`config.mk`:
```
export PLATFORM = sky130hd
export DESIGN_NAME = imem_loader
export DESIGN_NICKNAME = d
export VERILOG_FILES = /design/src/rtl/imem_loader.sv
export SDC_FILE = /design/constraint.sdc
export NUM_CORES = 1
export LEC_CHECK = 0
export ABC_CLOCK_PERIOD_IN_PS = 2020
export CAP_MARGIN = 0
export CELL_PAD_IN_SITES_DETAIL_PLACEMENT = 1
export CELL_PAD_IN_SITES_GLOBAL_PLACEMENT = 2
export CORE_MARGIN = 8
export CORE_UTILIZATION = 26
export DETAILED_ROUTE_END_ITERATION = 7
export GPL_TIMING_DRIVEN = 0
export PLACE_DENSITY = 0.81
export SYNTH_ARGS = -nofsm -noshare
export SYNTH_HDL_FRONTEND = slang
export SYNTH_SLANG_ARGS = --single-unit
```
`constraint.sdc`:
```
create_clock -name clk -period 2.02 [get_ports clk]
set_clock_uncertainty 0.2 [all_clocks]
set_input_delay 0.303 -clock clk [delete_from_list [all_inputs] [get_ports clk]]
set_output_delay 0.303 -clock clk [all_outputs]
set_load 0.01 [all_outputs]
```
`src/rtl/imem_loader.sv`:
```
// imem_loader: byte-stream program loader for the single-cycle MIPS core.
// Packs accepted bytes into little-endian 32-bit words (byte 0 -> bits 7:0)
// and writes them sequentially into instruction memory from BASE_ADDR upward.
// Holds the CPU in reset until the last word is committed.
//
// Optional feature macro: IMEM_LOADER_CHECKSUM_EN
//   When defined, a running XOR of all payload bytes is kept. After the final
//   word, one checksum byte is accepted; a mismatch ends in the error state.
//
// Ports:
//   clk         system clock, rising edge
//   reset       synchronous, active-high reset
//   in_valid    source presents a byte on in_data
//   in_data     payload byte
//   in_last     marks the final payload byte (only meaningful when accepted)
//   in_ready    loader accepts the byte this cycle
//   imem_we     instruction-memory write strobe, one cycle per word
//   imem_addr   byte address of the word being written
//   imem_wdata  packed word
//   cpu_hold    high keeps the core in reset
//   load_done   sticky, program fully written
//   word_count  number of words committed (saturates at DEPTH_WORDS)
//   error       sticky, overflow (or checksum mismatch when enabled)
module imem_loader #(
  parameter logic [31:0] BASE_ADDR   = 32'h0000_0000,
  parameter int unsigned DEPTH_WORDS = 256,
  parameter int unsigned CNT_WIDTH   = 9
) (
  input  logic                 clk,
  input  logic                 reset,
  input  logic                 in_valid,
  input  logic [7:0]           in_data,
  input  logic                 in_last,
  output logic                 in_ready,
  output logic                 imem_we,
  output logic [31:0]          imem_addr,
  output logic [31:0]          imem_wdata,
  output logic                 cpu_hold,
  output logic                 load_done,
  output logic [CNT_WIDTH-1:0] word_count,
  output logic                 error
);

  typedef enum logic [2:0] {
    COLLECT,
    WRITE,
`ifdef IMEM_LOADER_CHECKSUM_EN
    CHECK,
`endif
    DONE,
    ERR
  } state_t;

  localparam logic [CNT_WIDTH-1:0] DEPTH_CNT = CNT_WIDTH'(DEPTH_WORDS);

  state_t     state;
  logic [1:0] idx;
  logic       last_seen;
  logic       accept;
`ifdef IMEM_LOADER_CHECKSUM_EN
  logic [7:0] csum;
`endif

  assign accept = in_valid && in_ready;

  always_ff @(posedge clk) begin
    if (reset) begin
      state      <= COLLECT;
      idx        <= '0;
      last_seen  <= 1'b0;
      in_ready   <= 1'b0;
      imem_we    <= 1'b0;
      imem_addr  <= '0;
      imem_wdata <= '0;
      cpu_hold   <= 1'b1;
      load_done  <= 1'b0;
      word_count <= '0;
      error      <= 1'b0;
`ifdef IMEM_LOADER_CHECKSUM_EN
      csum       <= '0;
`endif
    end else begin
      case (state)
        COLLECT: begin
          // in_ready is registered, so it rises one cycle after the first
          // non-reset edge and is re-armed on every return to COLLECT.
          in_ready <= 1'b1;
          if (accept) begin
            if (word_count == DEPTH_CNT) begin
              // Memory already full: the byte is dropped and loading stops.
              state    <= ERR;
              error    <= 1'b1;
              in_ready <= 1'b0;
            end else begin
              imem_wdata[8*idx +: 8] <= in_data;
              idx <= idx + 2'd1;
`ifdef IMEM_LOADER_CHECKSUM_EN
              csum <= csum ^ in_data;
`endif
              if (idx == 2'd3 || in_last) begin
                state     <= WRITE;
                in_ready  <= 1'b0;
                imem_we   <= 1'b1;
                imem_addr <= BASE_ADDR + (32'(word_count) << 2);
                last_seen <= in_last;
              end
            end
          end
        end

        WRITE: begin
          imem_we    <= 1'b0;
          idx        <= '0;
          // Cleared so a short final word carries zero upper bytes.
          imem_wdata <= '0;
          if (word_count != DEPTH_CNT) word_count <= word_count + 1'b1;
          if (last_seen) begin
`ifdef IMEM_LOADER_CHECKSUM_EN
            state    <= CHECK;
            in_ready <= 1'b1;
`else
            state     <= DONE;
            cpu_hold  <= 1'b0;
            load_done <= 1'b1;
`endif
          end else begin
            state    <= COLLECT;
            in_ready <= 1'b1;
          end
        end

`ifdef IMEM_LOADER_CHECKSUM_EN
        CHECK: begin
          if (accept) begin
            in_ready <= 1'b0;
            if (in_data == csum) begin
              state     <= DONE;
              cpu_hold  <= 1'b0;
              load_done <= 1'b1;
            end else begin
              state <= ERR;
              error <= 1'b1;
            end
          end
        end
`endif

        DONE: begin
          in_ready <= 1'b0;
          imem_we  <= 1'b0;
        end

        ERR: begin
          in_ready <= 1'b0;
          imem_we  <= 1'b0;
        end

        default: begin
          state    <= ERR;
          error    <= 1'b1;
          in_ready <= 1'b0;
          imem_we  <= 1'b0;
        end
      endcase
    end
  end

endmodule

```
Word-level counts from Yosys, hierarchy flattened
Cells that the tools add are included.

Bits in registers: 61. Input port bits: 12. Output and inout bits: 78.

Add/sub/neg operators: 3. Equality and inequality tests: 11. Shift-type cells: 2. Multiplexer cells: 20. Bitwise logic cells: 4. Reduce and logical (&&, ||, !) cells: 14.

Operators with widths (number): 32-bit two-way mux (2); 32-bit one-hot mux with 2 select lines (1); 5-bit negation with 34-bit output (1); 8-bit by 34-bit variable shift with 32-bit output, first input constant (1); 8-bit by 34-bit indexed part select with 32-bit output (1); 32-bit bitwise mux (1); 3-bit AND reduction (4); 9-bit by 1-bit adder with 9-bit output, second input constant (1); 9-bit equality test, second input constant (1); 3-bit two-way mux (3); 9-bit != test, second input constant (1); 3-bit one-hot mux with 3 select lines (1); 2-bit != test, second input constant (4); 3-bit by 2-bit equality test with 1-bit output, second input constant (2); 1-bit two-way mux (6); 2-bit two-way mux (3); 1-bit NOT (4); 1-bit one-hot mux with 2 select lines (2); 2-bit one-hot mux with 2 select lines (1); 2-bit AND reduction (2); 4-bit AND reduction (1); 2-bit OR reduction (2); 3-bit by 1-bit equality test with 1-bit output, second input constant (1); 3-bit zero test (1); 7 further kinds (7).

Depth between registers and ports, before layout
Gate-level depths: netlist of run 1.

Depth after elaboration: 6. Mapped depth: 7. Depth with buffers taken out: 5.

Worst setup path before layout of run 1
No wires, ideal clock.

Path type: flip-flop to flip-flop. From: register word_count[0]. To: register imem_wdata[16]. Setup time: 73 ps. Arrival time: 1679 ps. Data required time: 1747 ps. Slack: 68 ps. Stages on the path, launching flop included: 7. Buffers on the path: 1. Period minus slack after synthesis: 1952 ps. Path through: dfxtp_1 > inv_1 > ha_1 > or4bb_1 > buf_2 > o2111ai_4 > mux2i_1.

Cells in the longest elaborated chain, start to end: 3.

Ends and longest elaborated chain: start, declared (RTL line 40) `output logic [CNT_WIDTH-1:0] word_count,`; start signal, assigned (RTL line 116) `if (word_count != DEPTH_CNT) word_count <= word_count + 1'b1;`; 9-bit equality test (RTL line 89) `if (word_count == DEPTH_CNT) begin`; 2-bit != test (no line); 3-bit AND reduction (no line); end signal, assigned by index (RTL line 95) `imem_wdata[8*idx +: 8] <= in_data;`; end, declared (RTL line 37) `output logic [31:0] imem_wdata,`.

Every way passes these cells. A chain may end at the register's enable or synchronous reset.

Final worst setup path of run 1
From: register word_count[1]. To: register imem_wdata[20].

Same word-level chain as after synthesis.

==> flow_summary.ini, run 1 <==
[status]
status = completed

[synth]
syn-instance-count = 340
synth.top_cell.area_share_pct = 36.9
ys.flop_type = dfxtp_1
synthArstFlopShare_pct = 0
synth.area.top_cells = dfxtp_1 (37%), mux2i_1 (14%), nand3b_1 (7.8%)
yosysSeqAreaShare_pct = 36.9
synth_area_leader_cell = dfxtp_1
ys_types = 47
ys_warn_count = 0
synth-edff-count = 0
synth.most_common_cell = dfxtp_1
synthTopCellsByCount = dfxtp_1 (60), mux2i_1 (46), nand3b_1 (34)
syn_avg_cell_area_um2 = 9.57
synth_area_mm2 = 0.00325
synth-seq-cells = 60

[finish]
nNetsFinal = 460
area_delta_synth_final_pct = 41.3
fin_area_mm2 = 0.00460
drive_gt1_share_pct = 18.0
insertedDiodeCount = 0
post-route-util_pct = 37.0

[power_and_ir_drop]
finalPower_w = 0.00292
power_density_mw_per_mm2 = 636
ir_worst_vdd_v = 0.000357
p_leak_nw = 1.67

[floorplanning]
die_w_um = 128
start_util_pct = 26.2
core_mm2 = 0.0124
rows = 41
die_area_mm2 = 0.0163
io_pins = 90
dieHeight_um = 128

[setup_path]
required_ns = 2.08
cp.arrival_ns = 2.05
slowest_stage = or4bb_1
slowest_delay_ns = 0.42
cp_top_family = simple AND/OR/NAND/NOR gates
path_cells = inv_4 -> ha_4 -> or4bb_1 -> buf_6 -> o2111ai_4 -> buf_12 -> mux2i_1
crit_type = reg2reg
crit_path_max_fanout = 8
endpoint_kind = register
cp-start-kind = register
cp_num_buf_inv = 3

[clock_network]
root_buffer = clkbuf_16
clock-sinks = 60
clkTransAtPathRegs_ns = 0.05
cts_made_buffers = 9
clk_latency_ns = 0.33
cts_tree = built
clock_path_buffers = 2
h-tree-depth = 3
hold_buffers = 0

[grt]
antenna_found_initial = 0
grt_max_degree = 11
grt-ovfl-total = 0
grt_pass1_wl_mm = 16.0
grt_use_total_pct = 12.6
grt_pass1_vias = 3043

[route]
drcViolationCount = 0
drt-total-wl_mm = 10.2
wl_per_cell_um = 16.5
final_antenna_net_count = 0
num_vias = 2828
initialDrtViolationCount = 147
viasPerCell = 4.59
firstDrtPassIters = 4

[place]
place_ws_ns = -0.362
post_dp_cell_area_mm2 = 0.00421
place_hpwl_mm = 7.67
gp_congestion = 0.778
portBuffers = 66

[sta]
slew_viol_final = 0
worst_pin_slew_ns = 0.697
fin_setup_tns_ns = 0
setup-violations-final = 0
fmax_ghz = 0.501
rsz0062_at_grt = true
hold_viol = 0
finalCritPeriodShare_pct = 98.7
finalCriticalPeriod_ns = 1.99
slew_headroom_pct = 52.9
setup_ws_ns = 0.0259

[hold_path]
hp-class = reg2reg

[job]
maxCapViolCount = 0
==> worst reg2reg max path: stages (launching register included) <==
cell and delay (ns):
dfxtp_4 0.36, inv_4 0.06, ha_4 0.13, or4bb_1 0.42, buf_6 0.17, o2111ai_4 0.22, buf_12 0.17, mux2i_1 0.20
==> flip-flops by register name (all words and copies together) (netlist names) <==
name / flops
imem_addr: 9
in_ready: 1
error: 1
word_count: 9
idx: 2
state: 2
cpu_hold: 1
imem_wdata: 32
last_seen: 1
imem_we: 1
load_done: 1
==> power breakdown <==
group / switching (W) / total, W / internal, W / leakage [nW]
registers: 0.0000163 / 0.00122 / 0.00120 / 0.487
clock network: 0.000521 / 0.00136 / 0.000841 / 0.131
logic: 0.000177 / 0.000342 / 0.000165 / 1.06
total: 0.000714 / 0.00292 / 0.00221 / 1.67
==> placed cells by master (no fill, tap or decap), drive strengths merged, types with 10 or more instances in the layout <==
| master | n |
|---|---|
| buf | 37 |
| clkbuf | 26 |
| clkdlybuf4s50 | 66 |
| conb | 23 |
| dfxtp | 60 |
| mux2i | 46 |
| nand2 | 11 |
| nand2b | 20 |
| nand3 | 19 |
| nand3b | 34 |
| nand4b | 16 |
| nor2b | 10 |
==> path summary, 6_finish.rpt <==
path	start	to	slack, ns	cells after the start
hold reg to reg	imem_we$_SDFFE_PP0P_	imem_we$_SDFFE_PP0P_	0.26	2
setup reg to reg	word_count[1]$_SDFFE_PP0P_	imem_wdata[20]$_SDFFE_PP0P_	0.03	7
hold / removal	imem_we$_SDFFE_PP0P_	imem_we$_SDFFE_PP0P_	0.26	2
setup / recovery	word_count[1]$_SDFFE_PP0P_	imem_wdata[20]$_SDFFE_PP0P_	0.03	7
==> per-stage QoR <==
step,hold slack [ns],cells
floorplan,0.258,362
detailed placement,0.257,600
CTS,0.264,616
global placement,0.241,600
finish,0.259,616
global route,0.275,616
==> repair_timing <==
action                     4_1_cts  5_1_grt
setup endpoints to repair       51       49
setup buffers                    3        2
hold endpoints to repair         0        0
pin swaps                        1        6
gates resized for setup         16       20
==> metal layers <==
layer  GRT usage (%)  vias to the layer above  routed length, µm
met2            22.0                       63               5060
met3            5.24                       15                680
met4            4.06                        0                165
met5               0                        -                  0
li1                -                     1377                  -
met1            13.6                     1373               4280
==> cells by family (layout without fill, tap and decap cells) <==
family	Yosys count	count (layout)	share of synthesized area [%]
other	1	23	0.115
flip-flops	60	60	36.9
XOR/XNOR	1	1	0.269
buffers and inverters	56	138	10.2
AND/OR/NAND/NOR	139	139	28.2
adder cells (fa/ha/maj)	7	7	2.69
AO/OA/AOI/OAI	29	29	7.19
multiplexers	47	47	14.5
==> cell type report <==
cell class	instances	area, µm²
buffer	47	312
clock buffer	11	243
clock inverter	3	15.0
fill	1443	7820
inverter	6	28.8
multi-input combinational	246	1860
sequential	60	1210
tap	172	215
timing repair buffer	71	711
Power figures use the tool's default switching activity.
==> run 2: changes to the inputs <==
- SETUP_SLACK_MARGIN: default -> 0.05
==> run 2 against run 1 <==
  * Sequential share of layout area is essentially flat
  * Largest power group unchanged
  * Design area is 0.14% higher
  * Setup slack improved by 0.031 ns
==> flow_summary.ini, run 2 (same netlist as run 1, synthesis figures left out) <==
[status]
status = completed

[finish]
nNetsFinal = 460
drive_gt1_share_pct = 18.2
insertedDiodeCount = 0
layout_commonest_cell = clkdlybuf4s50_1
area_delta_synth_final_pct = 41.5
reg.largest.list = imem_wdata (32), imem_addr (9), word_count (9)
n_fill_cell = 1443
final_cell_mix = clkdlybuf4s50_1 (66), dfxtp_1 (54), mux2i_1 (46)
fin_area_mm2 = 0.00460
largest_reg_flops = 32
regMostFlops = imem_wdata
final_cells = 616

[place]
gp_congestion = 0.778
post_dp_cell_area_mm2 = 0.00421
place_hpwl_mm = 7.67
portBuffers = 66
placed_cells = 600

[setup_path]
cp.arrival_ns = 1.98
cp-start-kind = register
endpoint_kind = register
cp_top_family = simple AND/OR/NAND/NOR gates
slowest_stage = or4bb_1
cp_common_cell = buf_6
crit_path_max_fanout = 8
required_ns = 2.03
cp_num_buf_inv = 3
path_cells = inv_4 -> ha_4 -> or4bb_1 -> buf_6 -> o2111a_1 -> buf_6 -> mux2i_1
slowest_delay_ns = 0.42
crit_type = reg2reg

[power_and_ir_drop]
power_density_mw_per_mm2 = 635
pwr-share-comb_pct = 11.7
power_switching_w = 0.000716
power_frac_clock_pct = 46.6
ir_worst_vdd_v = 0.000357
swShare_pct = 24.5
power.internal_w = 0.00221
finalPower_w = 0.00292
p_seq_share_pct = 41.6
p_leak_nw = 1.68

[floorplanning]
core_mm2 = 0.0124
dieHeight_um = 128
io_pins = 90
rows = 41
start_util_pct = 26.2
die_area_mm2 = 0.0163
die_w_um = 128

[grt]
antenna_found_initial = 0
grt_use_total_pct = 12.7
grt_pass1_vias = 3056
grt-ovfl-total = 0
grt_pass1_wl_mm = 16.2
grt_max_degree = 11

[job]
maxCapViolCount = 0

[clock_network]
hold_buffers = 0
clkTransAtPathRegs_ns = 0.05
clock_path_buffers = 2
cts_made_buffers = 9
clock-sinks = 60
clk_latency_ns = 0.33
root_buffer = clkbuf_16
h-tree-depth = 3
cts_tree = built

[sta]
worst_pin_slew_ns = 0.701
hold_viol = 0
slew_viol_final = 0
fmax_ghz = 0.509
finalCriticalPeriod_ns = 1.96
finalCritPeriodShare_pct = 97.2
rsz0062_at_grt = true
slew_headroom_pct = 52.6
setup-violations-final = 0

[route]
firstDrtPassIters = 4
wl_per_cell_um = 16.5
drcViolationCount = 0
drt-total-wl_mm = 10.2
initialDrtViolationCount = 119
viasPerCell = 4.59
final_antenna_net_count = 0
num_vias = 2827

[hold_path]
hp-class = reg2reg
==> run 2: cell types whose count changed in the layout (fill, tap and decap cells not counted) <==
cell,delta
clkbuf_2,+1
o211a_1,+1
o211a_2,-1
clkbuf_1,-1
dfxtp_1,-1
dfxtp_2,+1
buf_6,+1
buf_4,-1
==> run 2: worst reg2reg max path, cell delays in order (launching register included) <==
cell and delay [ns]:
dfxtp_4 0.35, inv_4 0.06, ha_4 0.13, or4bb_1 0.42, buf_6 0.17, o2111a_1 0.24, buf_6 0.15, mux2i_1 0.13
==> run 2: metal layers <==
metal | GRT usage [%] | vias up | wire, µm
met5 | 0 | - | 0
met4 | 4.06 | 0 | 165
met3 | 5.24 | 15 | 689
met2 | 22.3 | 65 | 5070
met1 | 13.6 | 1373 | 4270
li1 | - | 1374 | -
==> run 2: layout make-up <==
class                   instances  area [µm²]  area share [%]
multi-input cells             246        1860            40.4
flip-flops and latches         60        1210            26.4
repair buffers                 70         703            15.3
plain buffers                  48         324            7.04
clock buffers                  11         243            5.27
well taps                     172         215            4.68
inverters                       6        28.8           0.625
clock inverters                 3        15.0           0.326
==> run 2: what timing repair did <==
item                                   CTS  global route
pin swaps                                4             3
resized for setup                       24            16
setup endpoints to repair               52            50
buffers inserted                         4             0
endpoints found under the hold margin    0             0
==> run 2: stage by stage <==
step	util (%)	hold slack (ns)	worst slack, ns	setup TNS [ns]
after global placement	33.9	0.241	-0.357	-8.79
final	37.1	0.257	0.0566	0
after detailed placement	33.9	0.257	-0.362	-11.33
after CTS	36.9	0.264	0.0542	0
after global routing	37.1	0.275	-0.0423	-0.294
after floorplan	-	0.258	0.0684	0
==> run 2: power groups by stage <==
stage                     Clock [W]  Sequential (W)  Combinational (W)
after floorplan                   0         0.00124           0.000214
after global placement            0         0.00124           0.000320
after detailed placement          0         0.00124           0.000326
after CTS                   0.00140         0.00122           0.000340
after global routing        0.00145         0.00122           0.000373
final                       0.00136         0.00122           0.000343
==> run 2: final timing paths <==
kind	slack (ns)	from	to	depth (start not counted)
worst max-delay path	0.06	word_count[1]$_SDFFE_PP0P_	imem_wdata[15]$_SDFFE_PP0P_	7
worst max register to register	0.06	word_count[1]$_SDFFE_PP0P_	imem_wdata[15]$_SDFFE_PP0P_	7
worst min register to register	0.26	imem_we$_SDFFE_PP0P_	imem_we$_SDFFE_PP0P_	2
worst min-delay path	0.26	imem_we$_SDFFE_PP0P_	imem_we$_SDFFE_PP0P_	2
